File: config.mk
export PLATFORM = sky130hd
export DESIGN_NAME = pcie_rst_seq
export DESIGN_NICKNAME = d
export VERILOG_FILES = /design/src/rtl/pcie_rst_seq_pkg.sv /design/src/rtl/pcie_rst_seq.sv
export SDC_FILE = /design/constraint.sdc
export NUM_CORES = 1
export LEC_CHECK = 0
export CELL_PAD_IN_SITES_DETAIL_PLACEMENT = 1
export CELL_PAD_IN_SITES_GLOBAL_PLACEMENT = 2
export CORE_MARGIN = 4
export CORE_UTILIZATION = 35
export CTS_BUF_LIST = sky130_fd_sc_hd__clkbuf_2 sky130_fd_sc_hd__clkbuf_4 sky130_fd_sc_hd__clkbuf_8
export DETAILED_ROUTE_END_ITERATION = 8
export HOLD_SLACK_MARGIN = 0.03
export PLACE_DENSITY_LB_ADDON = 0.1
export SLEW_MARGIN = 20
export SYNTH_ARGS = -nofsm -noshare
export SYNTH_HDL_FRONTEND = slang
export SYNTH_SLANG_ARGS = --single-unit
File: constraint.sdc
create_clock -name clk -period 2.9 [get_ports clk]
set_input_delay 0.58 -clock clk [delete_from_list [all_inputs] [get_ports clk]]
set_output_delay 0.58 -clock clk [all_outputs]
set_load 0.03 [all_outputs]
File: src/rtl/pcie_rst_seq_pkg.sv
// Shared CSR bus widths for sl28 CPLD register blocks.
package pcie_rst_seq_pkg;

   localparam int CSR_AW = 5;
   localparam int CSR_DW = 8;
   localparam int NUM_PORTS = 3;

endpackage

File: src/rtl/pcie_rst_seq.sv
// PCIe reset sequencer: releases ports A, B, C in order with a
// CSR-programmable inter-step delay counted in ce ticks.
module pcie_rst_seq
   import pcie_rst_seq_pkg::*;
#(
   parameter logic [4:0] BASE_ADDR     = 5'h0,
   parameter logic [7:0] DEFAULT_DELAY = 8'd1
) (
   input  logic       clk,
   input  logic       rst,
   input  logic       ce,
   input  logic [4:0] csr_a,
   input  logic [7:0] csr_di,
   input  logic       csr_we,
   output logic [7:0] csr_do,
   output logic [2:0] pcie_rst,
   output logic       busy
);

   localparam logic [CSR_AW-1:0] REG_CTRL  = 5'd0;
   localparam logic [CSR_AW-1:0] REG_DELAY = 5'd1;

   typedef enum logic [1:0] {
      S_A    = 2'd0,
      S_B    = 2'd1,
      S_C    = 2'd2,
      S_DONE = 2'd3
   } state_t;

   state_t state_q;
   state_t state_d;

   logic [CSR_DW-1:0]    cnt_q;
   logic [CSR_DW-1:0]    cnt_d;
   logic [CSR_DW-1:0]    delay_q;
   logic [CSR_DW-1:0]    delay_d;
   logic [NUM_PORTS-1:0] hold_q;
   logic [NUM_PORTS-1:0] hold_d;
   logic [NUM_PORTS-1:0] force_q;
   logic [NUM_PORTS-1:0] force_d;
   logic                 busy_d;

   logic sel_ctrl;
   logic sel_delay;
   logic wr_ctrl;
   logic wr_delay;
   logic restart;

   assign sel_ctrl  = (csr_a == (BASE_ADDR + REG_CTRL));
   assign sel_delay = (csr_a == (BASE_ADDR + REG_DELAY));
   assign wr_ctrl   = csr_we & sel_ctrl;
   assign wr_delay  = csr_we & sel_delay;
   assign restart   = wr_ctrl & csr_di[7];

   // CSR register file; force has no influence on the sequencer
   always_comb begin
      force_d = force_q;
      delay_d = delay_q;
      if (wr_ctrl)
         force_d = csr_di[2:0];
      if (wr_delay)
         delay_d = csr_di;
   end

   always_comb begin
      csr_do = 8'h00;
      if (sel_ctrl)
         csr_do = {1'b0, busy, 3'b000, force_q};
      else if (sel_delay)
         csr_do = delay_q;
   end

   // Restart outranks a coincident ce tick; reloads use the
   // pre-write DELAY value.
   always_comb begin
      state_d = state_q;
      cnt_d   = cnt_q;
      hold_d  = hold_q;
      if (restart) begin
         state_d = S_A;
         cnt_d   = delay_q;
         hold_d  = 3'b111;
      end else if (ce && state_q != S_DONE) begin
         if (cnt_q == 8'd0) begin
            cnt_d = delay_q;
            unique case (state_q)
               S_A: begin
                  hold_d[0] = 1'b0;
                  state_d   = S_B;
               end
               S_B: begin
                  hold_d[1] = 1'b0;
                  state_d   = S_C;
               end
               S_C: begin
                  hold_d[2] = 1'b0;
                  state_d   = S_DONE;
               end
               default: ;
            endcase
         end else begin
            cnt_d = cnt_q - 8'd1;
         end
      end
      busy_d = (state_d != S_DONE);
   end

   always_ff @(posedge clk or posedge rst) begin
      if (rst) begin
         state_q  <= S_A;
         cnt_q    <= DEFAULT_DELAY;
         delay_q  <= DEFAULT_DELAY;
         hold_q   <= 3'b111;
         force_q  <= 3'b000;
         pcie_rst <= 3'b111;
         busy     <= 1'b1;
      end else begin
         state_q  <= state_d;
         cnt_q    <= cnt_d;
         delay_q  <= delay_d;
         hold_q   <= hold_d;
         force_q  <= force_d;
         pcie_rst <= hold_d | force_d;
         busy     <= busy_d;
      end
   end

endmodule

==> flow_summary.json <==
{
  "cts_tree": "built",
  "clock_latency_ps": 270,
  "drc_errors": 0,
  "min_period_ps": 2723,
  "row_count": 22,
  "ys_seq_area_share_pct": 51.68,
  "io_buffers": 28,
  "setup-tns-final_ps": 0,
  "async_flop_share_pct": 100.0,
  "fin_hold_ws_ps": 488.4,
  "r2r_end": "cnt_q[1]",
  "die_w_um": 70.74,
  "wl_per_cell_um": 16.95,
  "cp_max_fo": 5,
  "io_pins": 29,
  "whs_path_depth": 2,
  "final_max_slew_viol_count": 0,
  "timing.final.crit_share_pct": 93.90,
  "clk_pin_slew_ps": 100,
  "seqCellArea_sq_um": 711.9,
  "areaGrowthSynthToFinish_pct": 28.34,
  "syn-num-nets": 149,
  "fin_nets": 181,
  "gr-usage-all-layers_pct": 14.68,
  "drive_above_1_share_pct": 23.46,
  "r2r_slack_ps": 790,
  "drt_iter0_drc": 76,
  "grt_overflow_total": 0,
  "viasPerCell": 5.186,
  "htreeDepth": 1,
  "start_util_pct": 36.80,
  "grt_pass1_wl_mm": 5.830,
  "r2r-start": "cnt_q[3]",
  "firstDrtPassIters": 4,
  "p_per_area_mw_per_mm2": 793.3,
  "fin_cells": 210,
  "ctsHoldBuffers": 0,
  "setup_viol_count_final": 0,
  "multi_input_area_sq_um": 623.1,
  "antenna_found_initial": 0,
  "p_leak_nw": 0.8097,
  "grt_max_degree": 29,
  "cts_sinks": 28,
  "cts_resized": 0,
  "n_antenna_cell": 0,
  "ys.flop_type": "dfrtp_1",
  "synth_cell_types": 40,
  "worstPathCellList": "clkdlybuf4s50_1 > nor4_1 > and2_0 > a22o_1 > buf_4",
  "syn_avg_cell_area_sq_um": 10.52,
  "finClkSkew_ps": 2.946,
  "start_kind": "input pin",
  "rsz0062_at_grt": "no",
  "dp.cells": 206,
  "worstPathArrival_ps": 2140,
  "synth_area_sq_mm": 0.001378,
  "die_area_sq_mm": 0.005003,
  "synth-seq-cells": 28,
  "slowest_stage": "nor4_1",
  "gp_congestion": 0.7783,
  "vias": 1089,
  "fin_util_pct": 47.23,
  "relSlewSlack_pct": 52.59,
  "irDropWorstVdd_mv": 0.2899,
  "critPathCaptureType": "output pin",
  "clockRootBuffer": "clkbuf_8",
  "path_class": "in -> out",
  "dp_hpwl_mm": 2.752,
  "drv_cap": 0,
  "yosysWarnings": 0,
  "final_antenna_net_count": 0,
  "synth-edff-count": 0,
  "fmax_mhz": 367.2,
  "syn_inst": 131,
  "postRouteWirelength_mm": 3.559,
  "worst_ep_required_time_ps": 2320,
  "die_y_um": 70.74,
  "reg2reg_depth": 5,
  "hold_viol_final": 0,
  "slowest_delay_ps": 460,
  "worst_slew_pin_slew_ps": 705.7,
  "numCtsBuffers": 3,
  "hold_path.class": "reg -> reg",
  "hp-start": "hold_q[1]",
  "status": "finished clean",
  "fill_cells": 441,
  "min_to": "hold_q[1]",
  "core_area_sq_mm": 0.003744,
  "cts_buffer_depth": 2,
  "cts_setup_buffers": 0,
  "grt_pass1_vias": 1121
}
==> layout make-up <==
| cell class | instances | area share, % |
|---|---|---|
| multi-input cells | 94 | 35.24 |
| clock buffers | 3 | 2.335 |
| repair buffers | 31 | 15.99 |
| flip-flops and latches | 28 | 40.27 |
| clock inverters | 1 | 1.699 |
| well taps | 48 | 3.397 |
| inverters | 5 | 1.062 |
==> layout by cell type (no fill, tap or decap), types with 3 or more instances in the layout <==
master and count:
clkdlybuf4s50_1 20, dfrtp_1 19, nand2_1 14, mux2_2 11, buf_4 11, dfstp_2 9, nand3_1 8, o21ai_0 7
a21oi_1 7, inv_1 5, nor2_1 5, a22o_1 4, and3_1 4, nand3b_1 3, clkbuf_8 3
==> metrics by stage <==
stage / cell area, sq um / power (mW) / setup slack, ps
after floorplan: 1378 / 0.9362 / 494.4
after global placement: 1697 / 1.082 / 243.5
after detailed placement: 1697 / 1.101 / 160.0
after CTS: 1768 / 1.418 / 149.6
after global routing: 1768 / 1.502 / 105.9
final: 1768 / 1.402 / 176.8
==> logic make-up (layout without fill, tap and decap cells) <==
logic type,Yosys count,in the layout,share of synthesized area [%]
AO/OA/AOI/OAI,26,26,11.90
XOR/XNOR,2,2,1.272
adder cells (fa/ha/maj),1,1,0.9081
buffers and inverters,9,40,3.088
flip-flops,28,28,51.68
multiplexers,13,13,10.45
AND/OR/NAND/NOR,52,52,20.71
==> flip-flops by register name (all words and copies together) (netlist names) <==
register,count
pcie_rst,3
hold_q,3
busy,1
state_q,2
cnt_q,8
force_q,3
delay_q,8
==> power by group <==
part | internal [mW] | switching, mW
registers | 0.545 | 0.119
clock network | 0.185 | 0.126
logic | 0.197 | 0.230
==> per-layer routing <==
metal	track usage [%]	share of wire (%)
met1	20.96	49
met4	4.384	0.39
met2	23.17	48
met5	0	0
met3	1.989	2.4
==> cell usage after synthesis, types with 2 or more instances <==
library cell  count  area [sq um]
dfstp_2           9         236.5
a22o_1            4         35.03
nor4_1            2         12.51
nor2_1            5         18.77
inv_1             5         18.77
nand3_1           8         40.04
mux2i_1           2         20.02
and3_1            4         25.02
nand2_1          14         52.55
clkbuf_1          2         7.510
o21ai_0           7         35.03
mux2_2           11         123.9
a21oi_1           7         35.03
nor3_1            2         10.01
dfrtp_1          19         475.5
nand2b_1          2         12.51
nand3b_1          3         22.52
nand4_1           2         12.51
o21ai_1           2         10.01
==> how the worst max path moves through the flow <==
stage                  start        end  slack [ps]  cells past startpoint
finish              csr_a[1]  csr_do[0]         180                      5
global route        csr_a[1]  csr_do[1]         110                      5
CTS                 csr_a[1]  csr_do[1]         150                      5
detailed placement  csr_a[1]  csr_do[1]         160                      5
global placement    csr_a[1]  csr_do[1]         240                      5
floorplan           csr_a[1]  csr_do[0]         490                      4
==> critical path: cells and delay by family <==
| family | cells | cell delay, ps |
|---|---|---|
| and+or+nand+nor | 2 | 790 |
| AOI/OAI and AO/OA | 1 | 190 |
| buffers and inverters | 2 | 570 |
No activity file was read; power rests on OpenSTA's default activity.
